## src/rtl/feature_map_readback.sv

```systemverilog
// Captures one frame of channel pairs, then returns it one byte per rd_next with 1-cycle latency.
// No backpressure: in_valid while the frame is held is dropped and flagged sticky; ARGMAX_EN adds per-channel max tracking.
module feature_map_readback #(
    parameter int NUM_POS = 36,
    parameter int DATA_W  = 8,
    parameter int PTR_W   = 7
) (
    input  logic              clk,
    input  logic              reset,
    input  logic [DATA_W-1:0] in_data_0,
    input  logic [DATA_W-1:0] in_data_1,
    input  logic              in_valid,
    input  logic              rd_next,
    input  logic              clr,
    output logic [DATA_W-1:0] rd_data,
    output logic              rd_valid,
    output logic              rd_last,
    output logic              frame_done,
    output logic              overflow,
    output logic [5:0]        wr_count,
    output logic [DATA_W-1:0] max_val_0,
    output logic [DATA_W-1:0] max_val_1,
    output logic [5:0]        max_idx_0,
    output logic [5:0]        max_idx_1
);

    localparam int CNT_W = 6;
    localparam logic [0:0]       ST_CAPTURE = 1'b0;
    localparam logic [0:0]       ST_READY   = 1'b1;
    localparam logic [CNT_W-1:0] LAST_PAIR  = CNT_W'(NUM_POS - 1);
    localparam logic [PTR_W-1:0] LAST_BYTE  = PTR_W'(2 * NUM_POS - 1);

    logic [0:0]        r_state;
    logic [CNT_W-1:0]  r_wr_count;
    logic [PTR_W-1:0]  r_rd_ptr;
    logic [DATA_W-1:0] r_rd_data;
    logic              r_rd_valid;
    logic              r_rd_last;
    logic              r_frame_done;
    logic              r_overflow;

    // One word per pair keeps a single write port; byte select comes from rd_ptr[0].
    logic [2*DATA_W-1:0] r_mem [NUM_POS];

    logic                w_capture;
    logic                w_read;
    logic                w_last;
    logic [2*DATA_W-1:0] w_rd_pair;
    logic [DATA_W-1:0]   w_rd_byte;

    assign w_capture = (r_state == ST_CAPTURE) && in_valid;
    assign w_read    = (r_state == ST_READY) && rd_next;
    assign w_last    = w_read && (r_rd_ptr == LAST_BYTE);
    assign w_rd_pair = r_mem[r_rd_ptr[PTR_W-1:1]];
    assign w_rd_byte = r_rd_ptr[0] ? w_rd_pair[2*DATA_W-1:DATA_W] : w_rd_pair[DATA_W-1:0];

    always_ff @(posedge clk) begin
        if (w_capture && !reset && !clr) begin
            r_mem[r_wr_count] <= {in_data_1, in_data_0};
        end
    end

    always_ff @(posedge clk) begin
        if (reset) begin
            r_state      <= ST_CAPTURE;
            r_wr_count   <= '0;
            r_rd_ptr     <= '0;
            r_rd_data    <= '0;
            r_rd_valid   <= 1'b0;
            r_rd_last    <= 1'b0;
            r_frame_done <= 1'b0;
            r_overflow   <= 1'b0;
        end else if (clr) begin
            r_state      <= ST_CAPTURE;
            r_wr_count   <= '0;
            r_rd_ptr     <= '0;
            r_rd_valid   <= 1'b0;
            r_rd_last    <= 1'b0;
            r_frame_done <= 1'b0;
            r_overflow   <= 1'b0;
        end else begin
            r_rd_valid <= 1'b0;
            r_rd_last  <= 1'b0;
            case (r_state)
                ST_CAPTURE: begin
                    if (in_valid) begin
                        r_wr_count <= r_wr_count + CNT_W'(1);
                        if (r_wr_count == LAST_PAIR) begin
                            r_state      <= ST_READY;
                            r_frame_done <= 1'b1;
                        end
                    end
                end
                ST_READY: begin
                    if (in_valid) begin
                        r_overflow <= 1'b1;
                    end
                    if (rd_next) begin
                        r_rd_data  <= w_rd_byte;
                        r_rd_valid <= 1'b1;
                        r_rd_last  <= w_last;
                        if (w_last) begin
                            r_rd_ptr     <= '0;
                            r_wr_count   <= '0;
                            r_frame_done <= 1'b0;
                            r_state      <= ST_CAPTURE;
                        end else begin
                            r_rd_ptr <= r_rd_ptr + PTR_W'(1);
                        end
                    end
                end
                default: r_state <= ST_CAPTURE;
            endcase
        end
    end

    assign rd_data    = r_rd_data;
    assign rd_valid   = r_rd_valid;
    assign rd_last    = r_rd_last;
    assign frame_done = r_frame_done;
    assign overflow   = r_overflow;
    assign wr_count   = r_wr_count;

`ifdef ARGMAX_EN
    logic [DATA_W-1:0] r_max_val_0;
    logic [DATA_W-1:0] r_max_val_1;
    logic [CNT_W-1:0]  r_max_idx_0;
    logic [CNT_W-1:0]  r_max_idx_1;

    // Strict compare so ties keep the earliest position; cleared when the frame is released.
    always_ff @(posedge clk) begin
        if (reset || clr || w_last) begin
            r_max_val_0 <= '0;
            r_max_val_1 <= '0;
            r_max_idx_0 <= '0;
            r_max_idx_1 <= '0;
        end else if (w_capture) begin
            if (in_data_0 > r_max_val_0) begin
                r_max_val_0 <= in_data_0;
                r_max_idx_0 <= r_wr_count;
            end
            if (in_data_1 > r_max_val_1) begin
                r_max_val_1 <= in_data_1;
                r_max_idx_1 <= r_wr_count;
            end
        end
    end

    assign max_val_0 = r_max_val_0;
    assign max_val_1 = r_max_val_1;
    assign max_idx_0 = r_max_idx_0;
    assign max_idx_1 = r_max_idx_1;
`else
    assign max_val_0 = '0;
    assign max_val_1 = '0;
    assign max_idx_0 = '0;
    assign max_idx_1 = '0;
`endif

endmodule
```

## config.mk

```make
export PLATFORM = sky130hd
export DESIGN_NAME = feature_map_readback
export DESIGN_NICKNAME = d
export VERILOG_FILES = /design/src/rtl/feature_map_readback.sv
export SDC_FILE = /design/constraint.sdc
export NUM_CORES = 1
export LEC_CHECK = 0
export BUFFER_PORTS_ARGS = -buffer_cell sky130_fd_sc_hd__buf_2
export CAP_MARGIN = 0
export CELL_PAD_IN_SITES_DETAIL_PLACEMENT = 0
export CELL_PAD_IN_SITES_GLOBAL_PLACEMENT = 1
export CORE_MARGIN = 5
export CORE_UTILIZATION = 59
export CTS_BUF_LIST = sky130_fd_sc_hd__clkbuf_4 sky130_fd_sc_hd__clkbuf_8 sky130_fd_sc_hd__clkbuf_16
export CTS_CLUSTER_SIZE = 24
export DETAILED_ROUTE_END_ITERATION = 7
export GPL_TIMING_DRIVEN = 1
export PLACE_DENSITY = 0.95
export SYNTH_ARGS = -nofsm -noshare
export SYNTH_HDL_FRONTEND = slang
export SYNTH_SLANG_ARGS = --single-unit
```

## constraint.sdc

```tcl
create_clock -name clk -period 7.7 [get_ports clk]
set_input_delay 1.54 -clock clk [delete_from_list [all_inputs] [get_ports clk]]
set_output_delay 1.54 -clock clk [all_outputs]
set_load 0.05 [all_outputs]
```

# Word-level counts from Yosys, hierarchy flattened
# Memory sizes are Yosys's and may differ from the RTL's. A register that Yosys moved wholly into a read port is not among the register bits.
# Index checks and enable logic that the tools add are counted.
# op_classes
reduce_logical	15
muxes	21
eq_ne	6
n_addsub	2
n_bitwise	3
# op_table
op	count
two-way mux 6 bit	5
case mux 6 bit (2 select lines)	1
two-way mux 1 bit	11
two-way mux 8 bit	1
adder 7 x 1 -> 7 bit (second input constant)	1
equality test 7 bit (second input constant)	1
two-way mux 7 bit	1
adder 6 x 1 -> 6 bit (second input constant)	1
equality test 6 bit (second input constant)	1
AND reduction 3 bit	2
logical AND 1 bit	5
!= test 2 x 1 -> 1 bit (second input constant)	2
!= test 2 bit (second input constant)	2
case mux 1 bit (2 select lines)	2
AND reduction 2 bit	2
AND reduction 4 bit	1
OR reduction 4 bit	1
NOT 1 bit	3
OR reduction 3 bit	1
logical NOT 1 bit	2
OR reduction 2 bit	1
# totals
register_bits	26
ram_bits	576
out_inout_bits	46
memories	1
# memory_table
name	words	width	read_ports	rd_clocked_by_memory_dff	write_ports	line	text
r_mem	36	16	1	1	1	43	logic [2*DATA_W-1:0] r_mem [NUM_POS];

# Longest topological paths before layout
# Gate-level depths: netlist of run 1.
# depth
ltp_word	6
depth_mapped	9

# Least setup slack after synthesis of run 1
# Ideal clock, no wire load.
# synth_path
path_kind	input -> register
from	in reset
to	mem r_mem[0][0] in the netlist's numbering, enable pin
t_arrival_ns	4.144
setup_ns	0.430
setup_slack_ns	3.126
required_time_ns	7.270
stages	6
cell_sequence	clkbuf_1 > or2_2 > clkbuf_1 > nor2_1 > nand3b_1 > nor4_1
# synth_via
elab_chain_cells	5
# synth_lines
element	line	text
start: declaration	9	input logic reset,
logical NOT 1 bit	58	if (w_capture && !reset && !clr) begin
logical AND 1 bit (2 in series)	58	
two-way mux 1 bit	58	
two-way mux 1 bit (implied by the code)	59	r_mem[r_wr_count] <= {in_data_1, in_data_0};
end: declaration	43	
# No other way between the ends.

# Final worst setup path of run 1
# layout_path
from	in reset
to	mem r_mem[16][4] in the netlist's numbering, enable pin
# Same word-level chain as after synthesis.

==> flow_summary.json, run 1 <==
{
  "status": "complete, no violations",
  "hold_viol": 0,
  "skew_ns": 0.02513,
  "synth_cells": 1209,
  "grt_use_total_pct": 25.20,
  "finalWeightedCongestion": 0.9587,
  "area_growth_pct": 11.01,
  "relSlewSlack_pct": 24.99,
  "ys_seq_area_share_pct": 74.99,
  "clkSinkCount": 608,
  "antenna_found_initial": 1,
  "synth.avg_cell_area_um2": 19.78,
  "grt-ovfl-total": 0,
  "yosysMostFrequentCell": "edfxtp_1",
  "cp_num_buf_inv": 1,
  "die_w_um": 211.3,
  "grt_pass1_wl_um": 82080,
  "cts_setup_buffers": 0,
  "ys_types": 58,
  "core_region_area_um2": 39910,
  "worst_slack_ns": 4.293,
  "rsz0062_at_grt": "no",
  "worst-path-max-fanout": 16,
  "antenna_cells": 0,
  "synth_edf_count": 576,
  "ys_warn_count": 0,
  "min_period_ns": 3.407,
  "drc": 0,
  "dr.first_iter.drc_count": 1556,
  "async_reset_ff_share_pct": 0,
  "fin_crit_sh_pct": 44.24,
  "drive_gt1_share_pct": 25.83,
  "io_pins": 67,
  "synth-main-ff-cell": "edfxtp_1",
  "synth.cell_area_um2": 23920,
  "die_area_um2": 44660,
  "whs_path_depth": 2,
  "wl_um": 55880,
  "p_per_area_nw_per_um2": 250.7,
  "clk_path_buf_depth": 3,
  "clock_latency_ns": 0.62,
  "seqCellArea_um2": 17950,
  "post-place-ws_ns": 3.704,
  "cts_tree": "built",
  "layout.nets": 1308,
  "synth_top_area_cell": "edfxtp_1",
  "ff2ff_path_depth": 6,
  "row_count": 73,
  "utilization_pct": 66.52,
  "cts_resized": 0,
  "drtPass1Iterations": 6,
  "cap_violations": 0,
  "cp.depth": 5,
  "setup_tns_ns": 0,
  "setup.worst_path.end_class": "register",
  "synth_top_area_share_pct": 72.32,
  "cp.required_ns": 7.92,
  "reg2reg_slack_ns": 4.44,
  "fillers": 2435,
  "synth.area.top_cells": "edfxtp_1 (72%), mux4_2 (12%), dfxtp_1 (2.7%), mux2i_1 (1.6%), buf_4 (1.4%)",
  "grt_max_degree": 100,
  "critPathKind": "in2reg",
  "finalMaxSlewViolations": 0,
  "slowest_stage": "nor2b_2",
  "start_util_pct": 59.92,
  "cp_top_family": "simple AND/OR/NAND/NOR gates",
  "cpPeakStageDelay_ns": 0.90,
  "tightest_slew_ns": 1.111,
  "grt_pass1_vias": 12254,
  "dp.cells": 1750,
  "path_clk_slew_ns": 0.06,
  "cts-hold-fix-buffers": 0,
  "start_kind": "input port",
  "fmax_mhz": 293.5,
  "setup_viol": 0,
  "numCtsBuffers": 58,
  "cp.arrival_ns": 3.62,
  "leakage_nw": 8.251,
  "clockRootBuffer": "clkbuf_16",
  "final_antenna_net_count": 0,
  "wl_per_cell_um": 30.09,
  "vias": 12388,
  "hold_path.class": "reg2reg",
  "synthTopCellsByCount": "edfxtp_1 (576), mux4_2 (130), nor2_1 (86)",
  "path_cells": "buf_2 -> or2_2 -> nor2_1 -> nand3_1 -> nor2b_2",
  "peakVddDrop_uv": 235.2,
  "multiInputGateArea_um2": 5411,
  "die_h_um": 211.3,
  "routed_via_density": 6.671,
  "instances_no_fill": 1857,
  "ys_ff_latch": 608,
  "place.detailed.hpwl_um": 31890,
  "port_buffers": 38,
  "htreeDepth": 2
}
## worst min-delay path, cell delays in order (launching register included)
cell     delay, ns
dfxtp_1       0.32
nor2_1        0.04
nor2_1        0.07
## flip-flops by register name (all words and copies together) (netlist names), named ones only
name        count
r_rd_ptr        7
rd_last         1
wr_count        6
rd_data         8
rd_valid        1
frame_done      1
r_state         1
r_mem         576
overflow        1
## per-stage QoR
step	hold slack (ns)	cell area, um2	power (W)
6_report	0.4712	26550	0.006657
3_5_place_dp	0.4668	24570	0.003794
5_1_grt	0.5087	26550	0.006846
3_3_place_gp	0.4470	24570	0.003788
2_1_floorplan	0.4672	24020	0.003746
4_1_cts	0.4810	26550	0.006684
## final cells by class
cell class	count	area share [%]
clock buffer	76	6.206
clock inverter	31	1.263
sequential	608	67.60
tap	525	2.474
timing repair buffer	80	1.951
multi-input combinational	528	20.38
inverter	9	0.1272
## power breakdown
part           switching [W]  leakage (nW)  internal [W]  total [W]
sequential        0.00000202          5.44       0.00362    0.00362
combinational      0.0000957          1.82     0.0000104   0.000106
clock                0.00120         0.995       0.00174    0.00293
total                0.00129          8.25       0.00536    0.00666
## path summary, 6_finish.rpt
| path | startpoint | endpoint |
|---|---|---|
| hold / removal | frame_done | frame_done |
| setup / recovery | reset | r_mem[16][4] |
| hold reg to reg | frame_done | frame_done |
| setup reg to reg | register | rd_data[3] |
## cells in the final DEF, fill, tap and decap left out, types with 6 or more instances in the layout
cell and instances:
edfxtp_1 576, mux4_2 130, nor2_1 86, clkbuf_16 59, nand2_1 41, buf_4 41, mux2i_1 39, buf_2 38
dfxtp_1 29, conb_1 28, o22ai_1 21, mux2_2 18, nand3_1 15, clkinv_2 14, nor3_1 10, a21oi_1 10
clkbuf_4 10, a211oi_1 9, nor2b_1 8, nand2b_1 7, nand3b_1 7, or3_1 7, bufinv_16 7, clkbuf_8 7
nand4_1 6, inv_1 6, o21ai_0 6, clkinv_1 6
## metal layers
layer | routed length [um] | up-vias | track usage [%]
li1 | - | 5031 | -
met2 | 27800 | 846 | 40.93
met4 | 1871 | 0 | 7.996
met1 | 20480 | 6394 | 34.77
met5 | 0 | - | 0
met3 | 5725 | 117 | 5.794
## kinds of logic (layout without fill, tap and decap cells)
logic type	Yosys count	count (layout)	share of synthesized area, %
DFF	608	608	74.99
and+or+nand+nor	207	207	4.091
muxes	187	187	14.72
buffers and inverters	100	196	2.841
AOI/OAI and AO/OA	96	96	2.940
xor gates and xnor gates	8	8	0.2930
adders and majority gates	2	2	0.1046
other	1	28	0.01568
Note: power is estimated with default switching activity, not from simulation.
==> run 2, diff against run 1 <==
--- a/config.mk
+++ b/config.mk
@@ -10,12 +10,12 @@
 export CELL_PAD_IN_SITES_DETAIL_PLACEMENT = 0
 export CELL_PAD_IN_SITES_GLOBAL_PLACEMENT = 1
 export CORE_MARGIN = 5
-export CORE_UTILIZATION = 59
+export CORE_UTILIZATION = 54
 export CTS_BUF_LIST = sky130_fd_sc_hd__clkbuf_4 sky130_fd_sc_hd__clkbuf_8 sky130_fd_sc_hd__clkbuf_16
 export CTS_CLUSTER_SIZE = 24
 export DETAILED_ROUTE_END_ITERATION = 7
 export GPL_TIMING_DRIVEN = 1
-export PLACE_DENSITY = 0.95
+export PLACE_DENSITY = 0.88
 export SYNTH_ARGS = -nofsm -noshare
 export SYNTH_HDL_FRONTEND = slang
 export SYNTH_SLANG_ARGS = --single-unit
==> constraint.sdc (replaced) <==
create_clock -name clk -period 3.3 [get_ports clk]
set_input_delay 0.66 -clock clk [delete_from_list [all_inputs] [get_ports clk]]
set_output_delay 0.66 -clock clk [all_outputs]
set_load 0.05 [all_outputs]
==> run 2 against run 1 <==
  * Worst hold slack worse by 0.16 ns
  * Non-clock buffer count increased by 30
  * Clock power increased by 130%
  * Largest cell class unchanged
==> flow_summary.json, run 2 (synthesized netlist as in run 1, its figures left out) <==
{
  "status": "complete, no violations",
  "clock_latency_ns": 0.62,
  "htreeDepth": 2,
  "setup_viol": 0,
  "setup_tns_ns": 0,
  "setup.worst_path.end_class": "register",
  "start_kind": "register",
  "min_to": "overflow",
  "cpPeakStageDelay_ns": 0.92,
  "clk_path_buf_depth": 3,
  "drc": 0,
  "core_region_area_um2": 44030,
  "die_h_um": 220.5,
  "hold_viol": 0,
  "start_util_pct": 54.32,
  "p_per_area_nw_per_um2": 573.2,
  "hold_start": "in_valid",
  "ff2ff_path_depth": 6,
  "tightest_slew_ns": 1.018,
  "met2_usage_pct": 38.25,
  "grt_max_degree": 44,
  "leakage_nw": 8.407,
  "vias": 12455,
  "path_clk_slew_ns": 0.07,
  "slowest_stage": "a2111oi_1",
  "reg2reg_slack_ns": 0.32,
  "cts_setup_buffers": 0,
  "min_period_ns": 2.983,
  "rsz0062_at_grt": "no",
  "power.total_w": 0.01542,
  "place.detailed.hpwl_um": 34560,
  "grt_use_total_pct": 23.59,
  "routed_via_density": 6.364,
  "dr.first_iter.drc_count": 1387,
  "peakVddDrop_uv": 517.6,
  "gr-max-usage-layer": "met2",
  "cp_num_buf_inv": 1,
  "grt-ovfl-total": 0,
  "port_buffers": 38,
  "clockRootBuffer": "clkbuf_16",
  "wl_um": 56410,
  "die_w_um": 220.5,
  "drive_gt1_share_pct": 27.62,
  "drtPass1Iterations": 5,
  "fillers": 2998,
  "r2r-end": "rd_data[3]",
  "grt_pass1_wl_um": 82580,
  "antenna_found_initial": 2,
  "cp.arrival_ns": 3.53,
  "area_growth_pct": 12.48,
  "worst-path-max-fanout": 37,
  "die_area_um2": 48600,
  "grt_util_met1_pct": 32.50,
  "clkSinkCount": 608,
  "grt_pass1_vias": 12281,
  "antenna_cells": 0,
  "top_register": "r_mem",
  "wl_per_cell_um": 28.82,
  "io_pins": 67,
  "finalWeightedCongestion": 0.9297,
  "mostFrequentLayoutCells": "edfxtp_1 (576), mux4_2 (130), nor2_1 (86), buf_4 (67), clkbuf_16 (58)",
  "cp_top_family": "compound AO/OA/AOI/OAI gates",
  "layout.nets": 1338,
  "fin_crit_sh_pct": 90.39,
  "cap_violations": 0,
  "whs_path_depth": 3,
  "use_met3_pct": 4.857,
  "numCtsBuffers": 58,
  "path_cells": "buf_12 -> mux4_2 -> nor2_1 -> a2111oi_1 -> o21ai_0 -> nand2_1",
  "finalMaxSlewViolations": 0,
  "cts_tree": "built",
  "critPathKind": "reg2reg",
  "whs_ns": 0.3100,
  "cp.depth": 6,
  "fmax_mhz": 335.2,
  "relSlewSlack_pct": 31.95,
  "row_count": 77,
  "hold_path.class": "in2reg",
  "skew_ns": 0.01989,
  "cp.required_ns": 3.85,
  "final_antenna_net_count": 0,
  "final_common_cell": "edfxtp_1",
  "largest_reg_flops": 576
}
run 2: layout make-up:
| cell class | count | area [um2] | share of cell area, % |
|---|---|---|---|
| sequential | 608 | 17950 | 66.72 |
| timing repair buffer | 110 | 793.3 | 2.949 |
| tap | 592 | 740.7 | 2.753 |
| multi-input combinational | 528 | 5421 | 20.15 |
| inverter | 9 | 33.78 | 0.1256 |
| clock inverter | 31 | 305.3 | 1.135 |
| clock buffer | 79 | 1659 | 6.167 |
run 2: per-stage QoR:
stage	cells	util, %	worst slack (ns)	area, um2
2_1_floorplan	1236	-	0.2673	24030
3_3_place_gp	1847	56.64	0.1983	24940
3_5_place_dp	1847	56.64	0.2577	24940
4_1_cts	1957	61.10	0.2257	26900
5_1_grt	1957	61.10	0.1747	26900
6_report	1957	61.10	0.3171	26900
run 2: worst max path at each step:
stage                        endpoint
after floorplan           r_mem[0][0]
after global placement     rd_data[3]
after detailed placement   rd_data[3]
after CTS                  rd_data[3]
after global routing       rd_data[3]
final                      rd_data[3]
run 2: routing by layer:
layer	vias up	share of wire [%]	wire, um
li1	5100	-	-
met1	6452	37	21090
met2	744	49	27740
met3	157	9.5	5380
met4	2	3.8	2170
met5	-	0.035	20
run 2: tightest hold or removal path: cells and delay by family:
kind,cells,cell delay [ns]
compound gates,1,0.06
buf+inv,1,0.09
simple gates,1,0.07
run 2: timing repair:
item,CTS,global route
hold buffers,0,0
resized for setup,0,1
endpoints found under the setup margin,0,1
run 2: power breakdown:
group          total, W  internal [W]  switching (W)
clock network   0.00671       0.00392        0.00279
logic          0.000267     0.0000285       0.000238
registers       0.00844       0.00844     0.00000273
==> run 3, diff against run 2 <==
--- a/config.mk
+++ b/config.mk
@@ -16,6 +16,7 @@
 export DETAILED_ROUTE_END_ITERATION = 7
 export GPL_TIMING_DRIVEN = 1
 export PLACE_DENSITY = 0.88
+export REMOVE_ABC_BUFFERS = 1
 export SYNTH_ARGS = -nofsm -noshare
 export SYNTH_HDL_FRONTEND = slang
 export SYNTH_SLANG_ARGS = --single-unit
==> run 3 against run 2 <==
  * Sequential share of layout area is 0.41 points lower
  * Fmax is 11% higher
  * Wire length is 1.8% higher
  * Global-route usage hardly changed
  * Critical path depth is 1 lower
  * Utilization is 0.38 points higher
  * Die area stayed put
  * Clock skew hardly changed
  * Non-clock buffer count is 10 higher
==> flow_summary.json, run 3 (synthesized netlist as in run 1, its figures left out) <==
{
  "status": "complete, no violations",
  "grt_pass1_wl_um": 82950,
  "skew_ns": 0.01961,
  "top_register": "r_mem",
  "grt_use_total_pct": 23.64,
  "dr.first_iter.drc_count": 1876,
  "antenna_found_initial": 1,
  "leakage_nw": 8.485,
  "wl_um": 57420,
  "port_buffers": 38,
  "drc": 0,
  "peakVddDrop_uv": 495.6,
  "routed_via_density": 6.426,
  "core_region_area_um2": 44030,
  "power_frac_clock_pct": 44.4,
  "largest_reg_flops": 576,
  "start_util_pct": 54.32,
  "relSlewSlack_pct": 41.15,
  "clockRootBuffer": "clkbuf_16",
  "utilization_pct": 61.48,
  "io_pins": 67,
  "hold_viol": 0,
  "cap_violations": 0,
  "final_antenna_net_count": 0,
  "grt_max_degree": 40,
  "layout.nets": 1347,
  "p_per_area_nw_per_um2": 579.7,
  "grt_pass1_vias": 12188,
  "finalMaxSlewViolations": 0,
  "cts_resized": 0,
  "cts_setup_buffers": 0,
  "setup.worst_path.end_class": "register",
  "finalWeightedCongestion": 0.9665,
  "rsz0062_at_grt": "no",
  "clock_latency_ns": 0.59,
  "htreeDepth": 2,
  "start_kind": "register",
  "power.total_w": 0.01569,
  "drtPass1Iterations": 7,
  "final_common_cell": "edfxtp_1",
  "cts_tree": "built",
  "internal-power_w": 0.01269,
  "fin_crit_sh_pct": 81.55,
  "cts-hold-fix-buffers": 0,
  "critPathKind": "reg2reg",
  "clkSinkCount": 608,
  "swShare_pct": 19.16,
  "fin_area_um2": 27070,
  "fmax_mhz": 371.6,
  "cp.arrival_ns": 2.97,
  "mostFrequentLayoutCells": "edfxtp_1 (576), mux4_2 (130), nor2_1 (77), buf_4 (75), clkbuf_16 (59)",
  "drive_gt1_share_pct": 28.11,
  "pwr-share-comb_pct": 1.8,
  "clk_path_buf_depth": 3,
  "row_count": 77,
  "setup_tns_ns": 0,
  "pwr-share-seq_pct": 53.8,
  "min_period_ns": 2.691,
  "worst-path-max-fanout": 12,
  "grt-ovfl-total": 0,
  "die_area_um2": 48600,
  "switching_power_w": 0.003007,
  "path_clk_slew_ns": 0.06,
  "vias": 12627,
  "antenna_cells": 0,
  "cp.required_ns": 3.58,
  "die_h_um": 220.5,
  "place.detailed.hpwl_um": 35720,
  "hold_path.class": "in2reg",
  "area_growth_pct": 13.17,
  "numCtsBuffers": 57,
  "wl_per_cell_um": 29.22,
  "setup_viol": 0,
  "die_w_um": 220.5,
  "tightest_slew_ns": 0.8827,
  "place_area_um2": 25050
}
## run 3: routing by layer
layer	up-vias	global-route usage, %	part of all wire, %
met1	6527	33.45	38
met5	-	0	0
li1	5131	-	-
met4	0	6.574	3.0
met2	844	38.41	49
met3	125	4.570	10
## run 3: worst max-delay path, stage by stage, from the launching register on
cell and delay, ns:
dfxtp_1 0.38, buf_4 0.21, nor3_1 0.64, nand2_1 0.26, nor2_1 0.54, buf_4 0.33
## run 3: layout make-up
type / count / area (um2)
well taps: 592 / 740.7
fillers: 2999 / 16960
inverters: 9 / 33.78
clock buffers: 71 / 1567
repair buffers: 120 / 893.4
clock inverters: 37 / 451.7
flip-flops and latches: 608 / 17950
multi-input cells: 528 / 5434
## run 3: path summary, 6_finish.rpt
| path | start | endpoint | slack, ns | cells past startpoint |
|---|---|---|---|---|
| max reg2reg | wr_count[2] | r_mem[24][7] | 0.61 | 5 |
| min | reset | rd_data[5] | 0.37 | 2 |
| min reg2reg | rd_data[6] | rd_data[6] | 0.50 | 2 |
| max | wr_count[2] | r_mem[24][7] | 0.61 | 5 |
## run 3: metrics by stage
stage / std cells / hold slack [ns] / setup WS [ns]
after global routing: 1965 / 0.3657 / 0.4491
final: 1965 / 0.3663 / 0.6087
after detailed placement: 1857 / 0.4785 / 0.3610
after global placement: 1857 / 0.4725 / 0.4138
after floorplan: 1145 / 0.4672 / -3.002
after CTS: 1965 / 0.3504 / 0.6975
## run 3: power by group through the flow
stage	logic, W	clock network, W	registers (W)
3_5_place_dp	0.000272	0	0.00861
2_1_floorplan	0.0000969	0	0.00861
3_3_place_gp	0.000261	0	0.00861
6_report	0.000275	0.00697	0.00844
4_1_cts	0.000272	0.00704	0.00844
5_1_grt	0.000286	0.00740	0.00844
